**src/rtl/sysid_check_master_if.sv**
```systemverilog
// rtl/sysid_check_master_if.sv - Avalon-MM read bus between the sysid check master and the sysid slave
interface sysid_check_master_if;
    logic        avm_address;
    logic        avm_read;
    logic        avm_waitrequest;
    logic [31:0] avm_readdata;

    modport master (
        output avm_address,
        output avm_read,
        input  avm_waitrequest,
        input  avm_readdata
    );

    modport slave (
        input  avm_address,
        input  avm_read,
        output avm_waitrequest,
        output avm_readdata
    );
endinterface

```
**src/rtl/sysid_check_master.sv**
```systemverilog
// rtl/sysid_check_master.sv - reads sysid words 0/1 and compares them to build-time constants
// Optional stall timeout compiled in with SYSID_CHECK_TIMEOUT_EN.
module sysid_check_master #(
    parameter logic [31:0] EXPECTED_ID        = 32'd102,
    parameter logic [31:0] EXPECTED_TIMESTAMP = 32'd1526569095,
    parameter logic [15:0] TIMEOUT_CYCLES     = 16'd1024
) (
    input  logic                        clock,
    input  logic                        reset,
    input  logic                        start,
    sysid_check_master_if.master        avm,
    output logic                        busy,
    output logic                        done,
    output logic                        pass,
    output logic                        id_mismatch,
    output logic                        ts_mismatch,
    output logic                        timeout,
    output logic [31:0]                 read_id,
    output logic [31:0]                 read_ts
);

    typedef enum logic [1:0] {IDLE, RD_ID, RD_TS, DONE} state_t;

    state_t      state, state_d;
    logic        read_d, addr_d, busy_d, done_d, pass_d;
    logic        idm_d, tsm_d, to_d;
    logic [31:0] rid_d, rts_d;
    logic        accept, stall, stall_limit;

    assign accept = avm.avm_read && !avm.avm_waitrequest;
    assign stall  = avm.avm_read &&  avm.avm_waitrequest;

`ifdef SYSID_CHECK_TIMEOUT_EN
    logic [15:0] stall_cnt, stall_cnt_d;

    always_comb begin
        stall_cnt_d = stall_cnt;
        if (state == IDLE) begin
            if (start) stall_cnt_d = '0;
        end else if (accept) begin
            stall_cnt_d = '0;
        end else if (stall && (state == RD_ID || state == RD_TS)) begin
            stall_cnt_d = stall_cnt + 16'd1;
        end
    end

    always_ff @(posedge clock or posedge reset) begin
        if (reset) stall_cnt <= '0;
        else       stall_cnt <= stall_cnt_d;
    end

    // Abort on the edge that closes the TIMEOUT_CYCLES-th consecutive stall cycle.
    assign stall_limit = stall && (stall_cnt == TIMEOUT_CYCLES - 16'd1);
`else
    logic unused_timeout_cfg;
    assign unused_timeout_cfg = ^TIMEOUT_CYCLES;
    assign stall_limit        = 1'b0;
`endif

    always_comb begin
        state_d = state;
        read_d  = avm.avm_read;
        addr_d  = avm.avm_address;
        busy_d  = busy;
        done_d  = 1'b0;
        pass_d  = pass;
        idm_d   = id_mismatch;
        tsm_d   = ts_mismatch;
        to_d    = timeout;
        rid_d   = read_id;
        rts_d   = read_ts;
        case (state)
            IDLE: begin
                if (start) begin
                    state_d = RD_ID;
                    busy_d  = 1'b1;
                    read_d  = 1'b1;
                    addr_d  = 1'b0;
                    pass_d  = 1'b0;
                    idm_d   = 1'b0;
                    tsm_d   = 1'b0;
                    to_d    = 1'b0;
                end
            end
            RD_ID, RD_TS: begin
                if (accept) begin
                    if (state == RD_ID) begin
                        rid_d   = avm.avm_readdata;
                        idm_d   = (avm.avm_readdata != EXPECTED_ID);
                        addr_d  = 1'b1;
                        state_d = RD_TS;
                    end else begin
                        rts_d   = avm.avm_readdata;
                        tsm_d   = (avm.avm_readdata != EXPECTED_TIMESTAMP);
                        read_d  = 1'b0;
                        addr_d  = 1'b0;
                        done_d  = 1'b1;
                        pass_d  = !id_mismatch && (avm.avm_readdata == EXPECTED_TIMESTAMP);
                        state_d = DONE;
                    end
                end else if (stall_limit) begin
                    // Pending word's mismatch flag stays 0; only timeout reports the abort.
                    read_d  = 1'b0;
                    addr_d  = 1'b0;
                    to_d    = 1'b1;
                    done_d  = 1'b1;
                    pass_d  = 1'b0;
                    state_d = DONE;
                end
            end
            DONE: begin
                busy_d  = 1'b0;
                state_d = IDLE;
            end
            default: begin
                state_d = IDLE;
            end
        endcase
    end

    always_ff @(posedge clock or posedge reset) begin
        if (reset) begin
            state           <= IDLE;
            avm.avm_read    <= 1'b0;
            avm.avm_address <= 1'b0;
            busy            <= 1'b0;
            done            <= 1'b0;
            pass            <= 1'b0;
            id_mismatch     <= 1'b0;
            ts_mismatch     <= 1'b0;
            timeout         <= 1'b0;
            read_id         <= '0;
            read_ts         <= '0;
        end else begin
            state           <= state_d;
            avm.avm_read    <= read_d;
            avm.avm_address <= addr_d;
            busy            <= busy_d;
            done            <= done_d;
            pass            <= pass_d;
            id_mismatch     <= idm_d;
            ts_mismatch     <= tsm_d;
            timeout         <= to_d;
            read_id         <= rid_d;
            read_ts         <= rts_d;
        end
    end

endmodule

```
**src/flat_wrapper.sv**
```systemverilog
// flat-port wrapper written by rule: the top's interface ports become plain ports
module sysid_check_master_flat 
#(
    parameter logic [31:0] EXPECTED_ID        = 32'd102,
    parameter logic [31:0] EXPECTED_TIMESTAMP = 32'd1526569095,
    parameter logic [15:0] TIMEOUT_CYCLES     = 16'd1024
)
  (clock, reset, start, busy, done, pass, id_mismatch, ts_mismatch, timeout, read_id, read_ts, avm_avm_address, avm_avm_read, avm_avm_waitrequest, avm_avm_readdata);
  sysid_check_master_if avm_i ();
  input  logic clock;
  input  logic reset;
  input  logic start;
  output logic busy;
  output logic done;
  output logic pass;
  output logic id_mismatch;
  output logic ts_mismatch;
  output logic timeout;
  output logic [31:0] read_id;
  output logic [31:0] read_ts;
  output wire logic [$bits(avm_i.avm_address)-1:0] avm_avm_address;
  output wire logic [$bits(avm_i.avm_read)-1:0] avm_avm_read;
  input wire logic [$bits(avm_i.avm_waitrequest)-1:0] avm_avm_waitrequest;
  input wire logic [$bits(avm_i.avm_readdata)-1:0] avm_avm_readdata;
  assign avm_avm_address = avm_i.avm_address;
  assign avm_avm_read = avm_i.avm_read;
  assign avm_i.avm_waitrequest = avm_avm_waitrequest;
  assign avm_i.avm_readdata = avm_avm_readdata;
  sysid_check_master #(.EXPECTED_ID(EXPECTED_ID), .EXPECTED_TIMESTAMP(EXPECTED_TIMESTAMP), .TIMEOUT_CYCLES(TIMEOUT_CYCLES)) u_core (.clock(clock), .reset(reset), .start(start), .avm(avm_i), .busy(busy), .done(done), .pass(pass), .id_mismatch(id_mismatch), .ts_mismatch(ts_mismatch), .timeout(timeout), .read_id(read_id), .read_ts(read_ts));
endmodule
```
**config.mk**
```make
export PLATFORM = sky130hd
export DESIGN_NAME = sysid_check_master_flat
export DESIGN_NICKNAME = d
export VERILOG_FILES = /design/src/rtl/sysid_check_master_if.sv /design/src/rtl/sysid_check_master.sv /design/src/flat_wrapper.sv
export SDC_FILE = /design/constraint.sdc
export NUM_CORES = 1
export LEC_CHECK = 0
export BUFFER_PORTS_ARGS = -buffer_cell sky130_fd_sc_hd__buf_2
export CAP_MARGIN = 20
export CORE_MARGIN = 5
export CORE_UTILIZATION = 48
export CTS_CLUSTER_SIZE = 40
export DETAILED_ROUTE_END_ITERATION = 10
export MAX_ROUTING_LAYER = met4
export PLACE_DENSITY_LB_ADDON = 0.25
export SYNTH_ARGS = -nofsm -noshare
export SYNTH_HDL_FRONTEND = slang
export SYNTH_SLANG_ARGS = --single-unit
```
**constraint.sdc**
```tcl
create_clock -name clock -period 2.3 [get_ports clock]
set_clock_uncertainty 0.05 [all_clocks]
set_input_delay 0.23 -clock clock [delete_from_list [all_inputs] [get_ports clock]]
set_output_delay 0.23 -clock clock [all_outputs]
set_load 0.05 [all_outputs]
```
==> flow_metrics.py <==
metrics = {
    "yosys": {
        "synthAdderAreaFrac_pct": 2.49,
        "synth_top_family_by_area": "multiplexers",
        "ys_ff_latch": 73,
        "synth_nets": 246,
        "synth_edf_count": 0,
        "synthMuxAreaShare_pct": 25.0,
        "synthXorXnorAreaFrac_pct": 0,
        "synth_compound_area_share_pct": 3.28,
        "ys_warn_count": 0,
        "seq_area_frac_synth_pct": 60.7,
        "avgSynthCellArea_um2": 14.8,
        "netlist_instances": 204,
        "ys.flop_type": "dfrtp_1",
        "synth.cell_area_um2": 3010,
        "synthSimpleGateAreaFrac_pct": 6.40,
        "ys_types": 29,
        "async_reset_ff_share_pct": 100,
    },
    "routing": {
        "wl_per_cell_um": 16.8,
        "vias_per_cell": 5.11,
        "antenna_left": 0,
        "first_pass_iters": 4,
        "wl_um": 6710,
        "vias": 2045,
        "drt_iter0_markers": 84,
        "drc_errors": 0,
    },
    "sta": {
        "final.setup.tns_ps": 0,
        "finalSetupViolations": 0,
        "drv_slew": 0,
        "slew_headroom_pct": 61.9,
        "finalCritPeriodShare_pct": 84.0,
        "setup_ws_ps": 369,
        "final_hold_viol_count": 0,
        "worst_pin_slew_ps": 571,
        "grt_setup_unrepaired": "false",
        "fmax_mhz": 518,
        "min_period_ps": 1930,
    },
    "clocking": {
        "htreeDepth": 3,
        "ctsResizeCount": 0,
        "worstSkewPairLatency_ps": 340,
        "cts_setup_buffers": 0,
        "clkSlewWorstSetupHoldPaths_ps": 70,
        "cts-buffers-inserted": 9,
        "root_buffer": "clkbuf_8",
        "tritoncts": "yes",
        "clock-sinks": 73,
        "cts_buffer_depth": 2,
        "holdBufCountCts": 1,
    },
    "floorplanning": {
        "start_util_pct": 50.2,
        "die-area_um2": 7950,
        "io_pins": 108,
        "die_height_um": 89.2,
        "die_w_um": 89.2,
        "coreArea_um2": 5990,
        "rows": 28,
    },
    "worst_setup_path": {
        "critPathLaunch": "u_core.state[0]",
        "end_kind": "flop",
        "rrSetupSlack_ps": 370,
        "start_kind": "flop",
        "crit_fanout": 9,
        "path_class": "reg2reg",
        "rr_startpoint": "u_core.state[0]",
        "worstPathArrival_ps": 2120,
        "critPathRequiredTime_ps": 2490,
    },
    "final_layout": {
        "fin_nets": 362,
        "layout-drive-gt1-share_pct": 60.0,
        "utilization_pct": 65.3,
        "fill_cells": 460,
        "multi_input_area_um2": 1120,
        "syn2layout_area_growth_pct": 30.1,
        "antenna_cells": 0,
        "layout_commonest_cell": "buf_2",
        "layout_common_cells": "106 x buf_2, 73 x dfrtp_1, 65 x mux2_2, 11 x clkbuf_8, 7 x nand2_1",
        "regArea_um2": 1830,
    },
    "run_status": {
        "status": "finished clean",
    },
    "global_routing": {
        "grt_remaining_overflow": 0,
        "grt_pass1_wl_um": 10700,
        "grt_antenna_before_repair": 0,
        "grt_start_max_net_pins": 37,
        "grt_pass1_vias": 2164,
        "grt.total_usage_pct": 18.7,
    },
    "worst_hold_path": {
        "hold_start": "avm_avm_readdata[14]",
        "holdCritPathClass": "in2reg",
    },
    "run": {
        "cap_violations": 0,
    },
    "place": {
        "dp_slack_ps": 373,
        "routabilityCongestion": 0.739,
        "port_buffers": 106,
        "dpl.hpwl_um": 5120,
    },
}
state kept, by name (all words and copies together) (netlist names):
signal and cells:
u_core.read_ts 32, u_core.state 2, u_core.ts_mismatch 1, u_core.id_mismatch 1
u_core.avm.avm_address 1, u_core.done 1, u_core.pass 1, u_core.read_id 32
u_core.avm.avm_read 1, u_core.busy 1
final timing paths:
check                                endpoint  cells past startpoint
min reg2reg                       u_core.pass                      2
min in group asynchronous  u_core.read_ts[14]                      3
min                        u_core.read_id[14]                      2
max in group asynchronous     u_core.state[1]                      4
max reg2reg                u_core.ts_mismatch                      5
max                        u_core.ts_mismatch                      5
cell usage after synthesis, types with 2 or more instances:
cell type  count  area share [%]
inv_1          5            0.62
nand2b_1       2            0.42
nand2_1        7            0.87
buf_2          6             1.0
nor2b_1        2            0.42
nor4_1         5             1.0
o21ai_0        5            0.83
ha_1           6             2.5
mux2i_1        2            0.67
nand4_1        5             1.0
nor4b_1        2            0.58
mux2_2        65              24
dfrtp_1       73              61
nor2_1         4            0.50
per-stage QoR:
stage          std cells  hold WS (ps)  area (um^2)
2_1_floorplan        204           330         3010
3_3_place_gp         383           267         3650
3_5_place_dp         383           271         3650
4_1_cts              400          83.4         3910
5_1_grt              400          87.1         3910
6_report             400          99.8         3910
cell type report:
class	count	area share [%]
clock buffers	12	3.96
well taps	75	2.40
repair buffers	113	15.3
flip-flops and latches	73	46.7
clock inverters	4	2.53
multi-input cells	118	28.7
inverters	5	0.480
critical path: stages, from the launching register on:
cell	delay, ps
dfrtp_1	390
inv_1	110
ha_1	430
a2111o_1	480
and2_0	190
a31o_1	180
logic make-up (layout without fill, tap and decap cells):
kind of cell,after synthesis,count (layout)
simple gates,32,32
buf+inv,13,134
compound gates,12,12
other cells,1,1
mux,67,67
flops,73,73
fa+ha+maj,6,6
per-layer routing:
layer / global-route usage [%] / vias to the layer above / part of all wire, %
li1: - / 969 / -
met1: 22.8 / 1001 / 43
met2: 29.4 / 67 / 49
met3: 6.91 / 8 / 7.1
met4: 4.87 / 0 / 1.0
met5: - / - / 0
Power is left out: the tool's default activity adds up to more than one toggle a clock period on the data nets, which glitch-free logic cannot reach.
